File: config.mk
export PLATFORM = sky130hd
export DESIGN_NAME = branch_predictor_flat
export DESIGN_NICKNAME = d
export VERILOG_FILES = /design/src/rtl/bp_pkg.sv /design/src/rtl/branch_predictor_if.sv /design/src/rtl/bp_sat_counter.sv /design/src/rtl/branch_predictor.sv /design/src/flat_wrapper.sv
export SDC_FILE = /design/constraint.sdc
export NUM_CORES = 2
export LEC_CHECK = 0
export ABC_AREA = 1
export BUFFER_PORTS_ARGS = -buffer_cell sky130_fd_sc_hd__buf_2
export CELL_PAD_IN_SITES_DETAIL_PLACEMENT = 1
export CELL_PAD_IN_SITES_GLOBAL_PLACEMENT = 2
export CORE_MARGIN = 1
export CORE_UTILIZATION = 35
export CTS_BUF_LIST = sky130_fd_sc_hd__clkbuf_2
export DETAILED_ROUTE_END_ITERATION = 16
export PLACE_DENSITY = 0.81
export SLEW_MARGIN = 20
export SYNTH_ARGS = -nofsm -noshare
export SYNTH_HDL_FRONTEND = slang
export SYNTH_SLANG_ARGS = --single-unit
File: constraint.sdc
create_clock -name clk -period 4.55 [get_ports clk]
set_input_delay 0.455 -clock clk [delete_from_list [all_inputs] [get_ports clk]]
set_output_delay 0.455 -clock clk [all_outputs]
set_load 0.1 [all_outputs]
File: src/rtl/bp_pkg.sv
// rtl/bp_pkg.sv - shared types, counter encodings and PC field helpers for the branch predictor
//
// Purpose: definitions common to the predictor top, its saturating counter and
// any block that needs to decode a BTB index/tag from a PC.
// Ports: none (package).
package bp_pkg;

    // Default geometry; the top re-declares the entry layout with its own
    // parameters, this struct documents and serves the default configuration.
    localparam int DEF_XLEN     = 32;
    localparam int DEF_ENTRIES  = 16;
    localparam int DEF_CTR_BITS = 2;

    typedef struct packed {
        logic                                        valid;
        logic [DEF_XLEN-$clog2(DEF_ENTRIES)-3:0]     tag;
        logic [DEF_XLEN-1:0]                         target;
        logic [DEF_CTR_BITS-1:0]                     ctr;
    } bp_entry_t;

    // Saturated-taken encoding: all ones.
    function automatic logic [31:0] ctr_max(input int bits);
        logic [31:0] v;
        v = '0;
        for (int i = 0; i < bits; i++) begin
            v[i] = 1'b1;
        end
        return v;
    endfunction

    // Weakly taken: MSB set, remaining bits clear.
    function automatic logic [31:0] ctr_weak_t(input int bits);
        logic [31:0] v;
        v = '0;
        v[bits-1] = 1'b1;
        return v;
    endfunction

    // Weakly not-taken: MSB clear, remaining bits set (0 for a 1-bit counter).
    function automatic logic [31:0] ctr_weak_nt(input int bits);
        return ctr_max(bits - 1);
    endfunction

    // pc[1:0] never participate; index sits directly above them.
    function automatic logic [31:0] bp_index(input logic [63:0] pc, input int idx_bits);
        return 32'((pc >> 2) & ((64'd1 << idx_bits) - 64'd1));
    endfunction

    function automatic logic [63:0] bp_tag(input logic [63:0] pc, input int idx_bits);
        return pc >> (idx_bits + 2);
    endfunction

endpackage

File: src/rtl/branch_predictor_if.sv
// rtl/branch_predictor_if.sv - fetch lookup, resolver update and perf-counter bundle
//
// Purpose: groups the predictor's lookup, training and counter signals.
// Modports: master = pipeline side (drives lookup/update/invalidate),
//           slave  = predictor (drives pred_* and the counters).
interface branch_predictor_if #(
    parameter int XLEN  = 32,
    parameter int CNT_W = 32
);
    logic [XLEN-1:0]  lookup_pc;
    logic             pred_taken;
    logic [XLEN-1:0]  pred_target;
    logic             upd_valid;
    logic [XLEN-1:0]  upd_pc;
    logic             upd_taken;
    logic [XLEN-1:0]  upd_target;
    logic             upd_is_jump;
    logic             upd_mispredict;
    logic             invalidate;
    logic [CNT_W-1:0] hit_count;
    logic [CNT_W-1:0] mispredict_count;

    modport master (
        output lookup_pc, upd_valid, upd_pc, upd_taken, upd_target,
               upd_is_jump, upd_mispredict, invalidate,
        input  pred_taken, pred_target, hit_count, mispredict_count
    );

    modport slave (
        input  lookup_pc, upd_valid, upd_pc, upd_taken, upd_target,
               upd_is_jump, upd_mispredict, invalidate,
        output pred_taken, pred_target, hit_count, mispredict_count
    );
endinterface

File: src/rtl/bp_sat_counter.sv
// rtl/bp_sat_counter.sv - combinational next state of a saturating direction counter
//
// Purpose: computes the trained counter value for one BTB entry.
// Ports: ctr_i (current), inc_i / dec_i (saturating step), force_max_i
//        (jump: jump straight to all ones, wins over inc/dec), ctr_o (next).
module bp_sat_counter #(
    parameter int CTR_BITS = 2
) (
    input  logic [CTR_BITS-1:0] ctr_i,
    input  logic                inc_i,
    input  logic                dec_i,
    input  logic                force_max_i,
    output logic [CTR_BITS-1:0] ctr_o
);
    localparam logic [CTR_BITS-1:0] MAX = '1;

    always_comb begin
        ctr_o = ctr_i;
        if (force_max_i) begin
            ctr_o = MAX;
        end else if (inc_i) begin
            if (ctr_i != MAX) ctr_o = ctr_i + 1'b1;
        end else if (dec_i) begin
            if (ctr_i != '0) ctr_o = ctr_i - 1'b1;
        end
    end
endmodule

File: src/rtl/branch_predictor.sv
// rtl/branch_predictor.sv - direct-mapped BTB with saturating direction counters
//
// Purpose: same-cycle taken/target prediction for fetch, trained by the
// resolver one update per cycle, with hit and mispredict perf counters.
// Ports: clk, reset (synchronous, active-high), bp (branch_predictor_if.slave:
//        lookup_pc -> pred_taken/pred_target, upd_* training, invalidate,
//        hit_count, mispredict_count). Interface XLEN/CNT_W must match ours.
module branch_predictor
    import bp_pkg::*;
#(
    parameter int XLEN     = 32,
    parameter int ENTRIES  = 16,
    parameter int CTR_BITS = 2,
    parameter int CNT_W    = 32
) (
    input  logic              clk,
    input  logic              reset,
    branch_predictor_if.slave bp
);
    localparam int IDX_BITS = $clog2(ENTRIES);
    localparam int TAG_W    = XLEN - IDX_BITS - 2;

    localparam logic [CTR_BITS-1:0] C_MAX     = CTR_BITS'(ctr_max(CTR_BITS));
    localparam logic [CTR_BITS-1:0] C_WEAK_T  = CTR_BITS'(ctr_weak_t(CTR_BITS));
    localparam logic [CTR_BITS-1:0] C_WEAK_NT = CTR_BITS'(ctr_weak_nt(CTR_BITS));

    typedef struct packed {
        logic                valid;
        logic [TAG_W-1:0]    tag;
        logic [XLEN-1:0]     target;
        logic [CTR_BITS-1:0] ctr;
    } entry_t;

    entry_t           table_q [ENTRIES];
    entry_t           table_d [ENTRIES];
    logic [CNT_W-1:0] hit_count_q, hit_count_d;
    logic [CNT_W-1:0] mispredict_count_q, mispredict_count_d;

    logic [IDX_BITS-1:0] lk_idx, up_idx;
    logic [TAG_W-1:0]    lk_tag, up_tag;
    entry_t              lk_e, up_e;
    logic                lk_hit, up_hit;
    logic                pred_taken;
    logic [CTR_BITS-1:0] ctr_next;

    // Lookup and update decode both read table_q, so a same-cycle lookup of
    // an index being trained sees the pre-update entry.
    always_comb begin
        lk_idx = IDX_BITS'(bp_index(64'(bp.lookup_pc), IDX_BITS));
        lk_tag = TAG_W'(bp_tag(64'(bp.lookup_pc), IDX_BITS));
        lk_e   = table_q[lk_idx];
        lk_hit = lk_e.valid && (lk_e.tag == lk_tag);

        up_idx = IDX_BITS'(bp_index(64'(bp.upd_pc), IDX_BITS));
        up_tag = TAG_W'(bp_tag(64'(bp.upd_pc), IDX_BITS));
        up_e   = table_q[up_idx];
        up_hit = up_e.valid && (up_e.tag == up_tag);
    end

    // Prediction is masked during reset so fetch never follows a stale entry
    // in the cycle the reset is being sampled.
    always_comb begin
        pred_taken     = lk_hit && lk_e.ctr[CTR_BITS-1] && !reset;
        bp.pred_taken  = pred_taken;
        bp.pred_target = pred_taken ? lk_e.target : '0;
    end

    bp_sat_counter #(
        .CTR_BITS (CTR_BITS)
    ) u_sat_counter (
        .ctr_i       (up_e.ctr),
        .inc_i       (bp.upd_taken),
        .dec_i       (!bp.upd_taken),
        .force_max_i (bp.upd_is_jump),
        .ctr_o       (ctr_next)
    );

    always_comb begin
        table_d = table_q;
        if (bp.invalidate) begin
            // Invalidate wins over a concurrent update; targets/ctrs are left stale.
            for (int i = 0; i < ENTRIES; i++) begin
                table_d[i].valid = 1'b0;
            end
        end else if (bp.upd_valid) begin
            if (up_hit) begin
                table_d[up_idx].ctr = ctr_next;
                if (bp.upd_taken || bp.upd_is_jump) begin
                    table_d[up_idx].target = bp.upd_target;
                end
            end else if (bp.upd_taken || bp.upd_is_jump) begin
                // Allocation overwrites whatever tag held this index.
                table_d[up_idx].valid  = 1'b1;
                table_d[up_idx].tag    = up_tag;
                table_d[up_idx].target = bp.upd_target;
                table_d[up_idx].ctr    = bp.upd_is_jump ? C_MAX : C_WEAK_T;
            end
        end

        hit_count_d        = hit_count_q + CNT_W'(lk_hit);
        mispredict_count_d = mispredict_count_q + CNT_W'(bp.upd_valid && bp.upd_mispredict);
    end

    always_ff @(posedge clk) begin
        if (reset) begin
            for (int i = 0; i < ENTRIES; i++) begin
                table_q[i].valid  <= 1'b0;
                table_q[i].tag    <= '0;
                table_q[i].target <= '0;
                table_q[i].ctr    <= C_WEAK_NT;
            end
            hit_count_q        <= '0;
            mispredict_count_q <= '0;
        end else begin
            table_q            <= table_d;
            hit_count_q        <= hit_count_d;
            mispredict_count_q <= mispredict_count_d;
        end
    end

    assign bp.hit_count        = hit_count_q;
    assign bp.mispredict_count = mispredict_count_q;
endmodule

File: src/flat_wrapper.sv
// flat-port wrapper written by rule: the top's interface ports become plain ports
module branch_predictor_flat import bp_pkg::*;
#(
    parameter int XLEN     = 32,
    parameter int ENTRIES  = 16,
    parameter int CTR_BITS = 2,
    parameter int CNT_W    = 32
)
  (clk, reset, bp_lookup_pc, bp_upd_valid, bp_upd_pc, bp_upd_taken, bp_upd_target, bp_upd_is_jump, bp_upd_mispredict, bp_invalidate, bp_pred_taken, bp_pred_target, bp_hit_count, bp_mispredict_count);
  branch_predictor_if #(.XLEN(XLEN), .CNT_W(CNT_W)) bp_i ();
  input  logic clk;
  input  logic reset;
  input wire logic [$bits(bp_i.lookup_pc)-1:0] bp_lookup_pc;
  input wire logic [$bits(bp_i.upd_valid)-1:0] bp_upd_valid;
  input wire logic [$bits(bp_i.upd_pc)-1:0] bp_upd_pc;
  input wire logic [$bits(bp_i.upd_taken)-1:0] bp_upd_taken;
  input wire logic [$bits(bp_i.upd_target)-1:0] bp_upd_target;
  input wire logic [$bits(bp_i.upd_is_jump)-1:0] bp_upd_is_jump;
  input wire logic [$bits(bp_i.upd_mispredict)-1:0] bp_upd_mispredict;
  input wire logic [$bits(bp_i.invalidate)-1:0] bp_invalidate;
  output wire logic [$bits(bp_i.pred_taken)-1:0] bp_pred_taken;
  output wire logic [$bits(bp_i.pred_target)-1:0] bp_pred_target;
  output wire logic [$bits(bp_i.hit_count)-1:0] bp_hit_count;
  output wire logic [$bits(bp_i.mispredict_count)-1:0] bp_mispredict_count;
  assign bp_i.lookup_pc = bp_lookup_pc;
  assign bp_i.upd_valid = bp_upd_valid;
  assign bp_i.upd_pc = bp_upd_pc;
  assign bp_i.upd_taken = bp_upd_taken;
  assign bp_i.upd_target = bp_upd_target;
  assign bp_i.upd_is_jump = bp_upd_is_jump;
  assign bp_i.upd_mispredict = bp_upd_mispredict;
  assign bp_i.invalidate = bp_invalidate;
  assign bp_pred_taken = bp_i.pred_taken;
  assign bp_pred_target = bp_i.pred_target;
  assign bp_hit_count = bp_i.hit_count;
  assign bp_mispredict_count = bp_i.mispredict_count;
  branch_predictor #(.XLEN(XLEN), .ENTRIES(ENTRIES), .CTR_BITS(CTR_BITS), .CNT_W(CNT_W)) u_core (.clk(clk), .reset(reset), .bp(bp_i));
endmodule
# [Word-level counts from Yosys, hierarchy flattened]
# Cells that the tools add are included.
[classes] addsub=4 n_lt_le_gt_ge=3 eq_ne=3 muxes=29 n_bitwise=3 n_reduce_logical=13
[ops] op="$bwmux W976" n=6
[ops] op="$mux W976" n=3
[ops] op="$demux W61 S4" n=4
[ops] op="$bmux W61 S4" n=2
[ops] op="$mux W61" n=5
[ops] op="$add A32 B1 Y32" n=2
[ops] op="$mux W60" n=1
[ops] op="$eq A26 B26 Y1" n=2
[ops] op="$mux W34" n=1
[ops] op="$mux W32" n=1
[ops] op="$ge A5 B5 Y1 const B" n=2
[ops] op="$mux W2" n=5
[ops] op="$not A4 Y5" n=2
[ops] op="$logic_and A1 B1 Y1" n=6
[ops] op="$lt A5 B1 Y1 const B" n=1
[ops] op="$reduce_bool A2 Y1" n=2
[ops] op="$reduce_and A3 Y1" n=1
[ops] op="$add A2 B1 Y2 const B" n=1
[ops] op="$ne A2 B2 Y1 const B" n=1
[ops] op="$reduce_and A2 Y1" n=1
[ops] op="$reduce_or A2 Y1" n=1
[ops] op="$sub A2 B1 Y2 const B" n=1
[ops] op="$logic_not A1 Y1" n=1
[ops] op="$logic_or A1 B1 Y1" n=1
[ops] op="2 further kinds" n=2
[totals] reg_bits=1040 input_bits=103 output_inout_bits=97 word_cells=121

# [Logic depth before layout (Yosys ltp)]
[logic_depth] ltp_word=12 depth_mapped=32 ltp_nobuf=29

# [Cells and area by module]
# From an unflattened synthesis, not the netlist that was laid out.
[hier_totals] cells_unflattened=8251 area_unflattened_um2=52736.8
[by_module_without_submodules] mod="branch_predictor" instances=1 cells_per_inst=8234 area_each_um2=52666.8 seq_area_each_um2=20820.0
[by_module_without_submodules] mod="bp_sat_counter" instances=1 cells_per_inst=17 area_each_um2=70.1 seq_area_each_um2=0.0

# [Worst setup path after synthesis]
# No wires, ideal clock.
[synth_timing] path_type="input -> register" start="input port bp_lookup_pc[2]" end="register u_core.hit_count_q[26], in the netlist u_core.bp.hit_count[26]" setup_ps=60 arrival_ps=4257 required_ps=4490 path_slack_ps=233 stages=31 path_buffers=3 cell_sequence="buf_2 -> inv_2 -> buf_2 -> buf_2 -> a21oi_1 -> o21ai_0 -> nand3_1 -> nand3_1 -> nand2_1 -> inv_1 -> nor2_1 -> a211oi_1 -> nand2_1 -> nor2_1 -> nand2_1 -> nor2_1 -> ha_1 -> ha_1 -> nand2_1 -> inv_1 -> nand2_1 -> nor2_1 -> nand3_1 -> nor2_1 -> nand3_1 -> nor3_1 -> nand4_1 -> nor3_1 -> nand2_1 -> o21ai_0 -> and3_1"
[synth_between] elab_chain_cells=7
[synth_lines] item="start, declared" line="flat_wrapper.sv:13" rtl="input wire logic [$bits(bp_i.lookup_pc)-1:0] bp_lookup_pc;"
[synth_lines] item="$not A4 Y5 (not written as such) *" line="branch_predictor.sv:51" rtl="lk_e = table_q[lk_idx];"
[synth_lines] item="$bmux W61 S4 *" line="branch_predictor.sv:51"
[synth_lines] item="$mux W61 (not written as such) * (2 in a row)" line="branch_predictor.sv:51"
[synth_lines] item="$eq A26 B26 Y1" line="branch_predictor.sv:52" rtl="lk_hit = lk_e.valid && (lk_e.tag == lk_tag);"
[synth_lines] item="$logic_and A1 B1 Y1 *" line="branch_predictor.sv:52"
[synth_lines] item="$add A32 B1 Y32 *" line="branch_predictor.sv:100" rtl="hit_count_d = hit_count_q + CNT_W'(lk_hit);"
[synth_lines] item="end signal, assigned" line="branch_predictor.sv:116" rtl="hit_count_q <= hit_count_d;"
[synth_lines] item="end, declared" line="branch_predictor.sv:36" rtl="logic [CNT_W-1:0] hit_count_q, hit_count_d;"
# Every way passes the cells marked *; elsewhere a longest branch is shown, timed or not. The select of a mux whose other input is x is not followed.
# A chain may end at the register's enable or synchronous reset.

# [Worst setup path in the final report]
[layout_timing] start="register u_core.table_q[417] (netlist bit)" end="output port bp_pred_target[4]"
[layout_between] elab_chain_cells=8
[layout_lines] item="start, declared" line="branch_predictor.sv:34" rtl="entry_t table_q [ENTRIES];"
[layout_lines] item="start signal, assigned" line="branch_predictor.sv:115" rtl="table_q <= table_d;"
[layout_lines] item="$bmux W61 S4" line="branch_predictor.sv:51"
[layout_lines] item="$mux W61 (not written as such) (2 in a row)" line="branch_predictor.sv:51"
[layout_lines] item="$eq A26 B26 Y1" line="branch_predictor.sv:52"
[layout_lines] item="$logic_and A1 B1 Y1" line="branch_predictor.sv:52"
[layout_lines] item="$logic_and A1 B1 Y1 (2 in a row)" line="branch_predictor.sv:63" rtl="pred_taken = lk_hit && lk_e.ctr[CTR_BITS-1] && !reset;"
[layout_lines] item="$mux W32" line="branch_predictor.sv:65" rtl="bp.pred_target = pred_taken ? lk_e.target : '0;"
[layout_lines] item="end, declared" line="flat_wrapper.sv:22" rtl="output wire logic [$bits(bp_i.pred_target)-1:0] bp_pred_target;"
# No other way between the ends. The select of a mux whose other input is x is not followed.

==> out/summary.txt <==
fin crit period - 4.901 ns
worst r2r dst - u_core.bp.hit_count[24]
top_reg_cell synth - dfxtp_1
Initial Util - 35.29%
final hold viol count - 0
Post-synth top cells - 2188 x nor2_1, 2169 x nand2_1, 1040 x dfxtp_1, 860 x o21ai_0, 620 x inv_1
Placer Congestion - 0.8760
die area - 0.1549 mm^2
Routed Antenna Nets - 0
Fin Clk Skew - 0.1921 ns
Post-route DRC - 0
initial antenna violation count - 19
Post-Synthesis Cell Area - 0.05366 mm^2
r2r setup slk - 0.18 ns
largest net degree at the start of global routing - 254
CTS tree - built
IR drop worst, VDD - 0.0002394 V
grt ovf - 0
fillers - 20300
CP Launch Point - u_core.table_q[417]
share of the synthesized area in the top cell type - 38.80%
Synth Area per Inst - 6.152 um^2
mux cell area share after synthesis - 0%
vias in the first global route - 60080
total clock sinks - 1040
Gate power share - 11.5%
Die Height - 393.6 um
XOR/XNOR Fraction of Synth Area - 0.2122%
Slew HR - 14.59%
max-slew violation count - 0
Port Buffers - 195
Setup Crit Path Kind - reg -> out
Int Pwr - 12520 uW
Distinct cells, synth - 42
leak pwr - 0.03004 uW
largest area contributor in the netlist - dfxtp_1
placed wire-length estimate - 146300 um
CP Max Fanout - 5
Critical Path RT - 4.09 ns
most common cell in the synthesized netlist - nor2_1
sw frac - 32.60%
largest family of logic cells by synthesized area - simple AND/OR/NAND/NOR gates
Worst-Skew Late Latency - 1.85 ns
Yosys warnings - 0
Total Power - 18570 uW
layout cells sized above 1 - 12.37%
Worst Setup EP - bp_pred_target[4]
Synth Register Bits - 1040
Core ar. - 0.1521 mm^2
Total GRT Usage - 30.22%
worst setup margin - -0.3506 ns
clock root cell - clkbuf_2
sequential-to-total area share from yosys stat - 38.80%
Area Overhead vs Synth - 17.58%
RSZ-0062 raised after global routing - yes
Post-DP Area - 0.05780 mm^2
Syn Nets - 8830
Reg-to-Reg Start - u_core.table_q[417]
FF-to-FF path depth - 33
final hold slack - 0.07909 ns
Mapped Cells - 8723
routed len/inst - 21.36 um
Die X - 393.6 um
startpoint types - flop
Max Cap Viol - 0
Post-synth EDFFs - 0
Least-Margin Pin Slew - 1.281 ns
row count - 143
failing checks - negative setup slack
top post-synthesis cells by area - dfxtp_1 39%, nor2_1 15%, nand2_1 15%, o21ai_0 8.0%, a21oi_1 5.1%
DRT Wirelength - 241000 um
Sw Pwr - 6054 uW
Max Buffers Root-to-Sink - 4
Worst Hold Class - in -> reg
clock buffers created by TritonCTS - 322
H-tree levels - 5
fin util - 41.49%
Finished Cell Area - 0.06310 mm^2
compound-cell area share of the yosys netlist - 16.40%
status - finished with violations
sequential share of power - 49.8%
Nets - 9138
FFs w/ async S/R, synth - 0%
crit path DAT - 4.45 ns
Initial DRC Count - 3729
first-pass detailed-route iteration total - 6
simple-gate portion of the synthesized area - 34.40%
clock share of power - 38.7%
Power Density - 294.3 mW/mm^2
final setup TNS - -8.943 ns
CP Capture Type - primary output
Boundary Pins - 200
total number of vias - 59210
Worst-path clk slew - 0.10 ns
Final setup viols - 33
first-pass GRT wire length - 364400 um
Via density - 5.248
Max Clk Rate - 0.2041 GHz
period utilization - 107.7%
Synth Area in Adders - 0.09326%
==> power by group through the flow <==
stage / sequential [uW] / clock, uW / combinational, uW
after global placement: 9450 / 0 / 1920
after global routing: 9250 / 7910 / 2290
after detailed placement: 9450 / 0 / 1950
final: 9240 / 7190 / 2140
after CTS: 9240 / 7430 / 2110
after floorplan: 9440 / 0 / 1120
==> metal layers <==
metal | vias up | part of all wire (%) | GRT usage, %
li1 | 28210 | - | -
met1 | 28930 | 43 | 37.51
met2 | 1511 | 48 | 51.90
met3 | 553 | 4.9 | 4.022
met4 | 12 | 4.3 | 13.51
met5 | - | 0.031 | 0
==> timing repair <==
item | in CTS | in global routing
gates cloned | 3 | 2
endpoints found under the hold margin | 1040 | 1
gates resized for setup | 91 | 102
hold buffers | 177 | 2
endpoints found under the setup margin | 33 | 125
pin swaps | 12 | 22
setup buffers | 3 | 14
==> layout make-up <==
type | count | area (um^2) | area share, %
clock inverter | 78 | 327.8 | 0.5195
timing repair buffer | 684 | 6626 | 10.50
inverter | 626 | 2396 | 3.797
clock buffer | 455 | 2277 | 3.609
multi-input combinational | 6357 | 28060 | 44.47
tap | 2030 | 2540 | 4.025
sequential | 1040 | 20840 | 33.03
antenna | 13 | 32.53 | 0.05156
==> worst max-delay path: stages, from the launching register on <==
cell and delay, ns:
dfxtp_2 0.35, inv_2 0.04, a21oi_2 0.12, o21ai_1 0.08, nand3_1 0.13, nand3_2 0.11
nand2_2 0.09, inv_2 0.05, buf_6 0.11, nand2_4 0.05, o211ai_1 0.14, nor3_1 0.20
nand3_1 0.12, nor2_2 0.13, buf_6 0.16, nand2_8 0.11, buf_12 0.17, buf_16 0.15
nor2_4 0.15, buf_12 0.19
==> cell families (layout without fill, tap and decap cells) <==
group,after synthesis,after routing
AOI/OAI and AO/OA,1625,1625
xor gates and xnor gates,13,13
adders and majority gates,4,4
buffers and inverters,1326,1843
DFF,1040,1040
other,0,13
and+or+nand+nor,4715,4715
==> how the worst min path moves through the flow <==
| stage | startpoint | endpoint | cells after the start |
|---|---|---|---|
| floorplan | u_core.table_q[305] | u_core.table_q[305] | 2 |
| global placement | u_core.bp.hit_count[31] | u_core.bp.hit_count[31] | 2 |
| finish | bp_lookup_pc[8] | u_core.bp.hit_count[3] | 12 |
| global route | bp_lookup_pc[8] | u_core.bp.hit_count[3] | 12 |
| CTS | bp_upd_pc[4] | u_core.table_q[244] | 8 |
| detailed placement | u_core.bp.hit_count[31] | u_core.bp.hit_count[31] | 2 |
==> metrics by stage <==
stage	std cells	worst slack, ns
detailed placement	10540	-0.4337
global placement	10540	-0.2879
global route	11280	-0.5429
CTS	11260	-0.4674
finish	11280	-0.3506
floorplan	8723	0.2326
==> cells in the final DEF (no fill, tap or decap), types with 32 or more instances in the layout <==
| cell type | synthesis | routed |
|---|---|---|
| a21oi_1 | 547 | 541 |
| a221oi_1 | 120 | 120 |
| buf_12 | 0 | 97 |
| buf_2 | 129 | 157 |
| buf_4 | 57 | 225 |
| clkbuf_2 | 0 | 455 |
| clkinv_1 | 1 | 66 |
| dfxtp_1 | 1040 | 1025 |
| dlygate4sd3_1 | 0 | 176 |
| inv_1 | 620 | 609 |
| nand2_1 | 2169 | 2152 |
| nand3_1 | 260 | 250 |
| nor2_1 | 2188 | 2126 |
| nor2_4 | 0 | 51 |
| nor3_1 | 41 | 37 |
| o21ai_0 | 860 | 850 |
| o31ai_1 | 32 | 32 |
==> flip-flops by register name (all words and copies together), names as in the netlist <==
signal	count
u_core.bp.hit_count	32
u_core.table_q	976
u_core.bp.mispredict_count	32
Note: power is estimated with default switching activity, not from simulation.
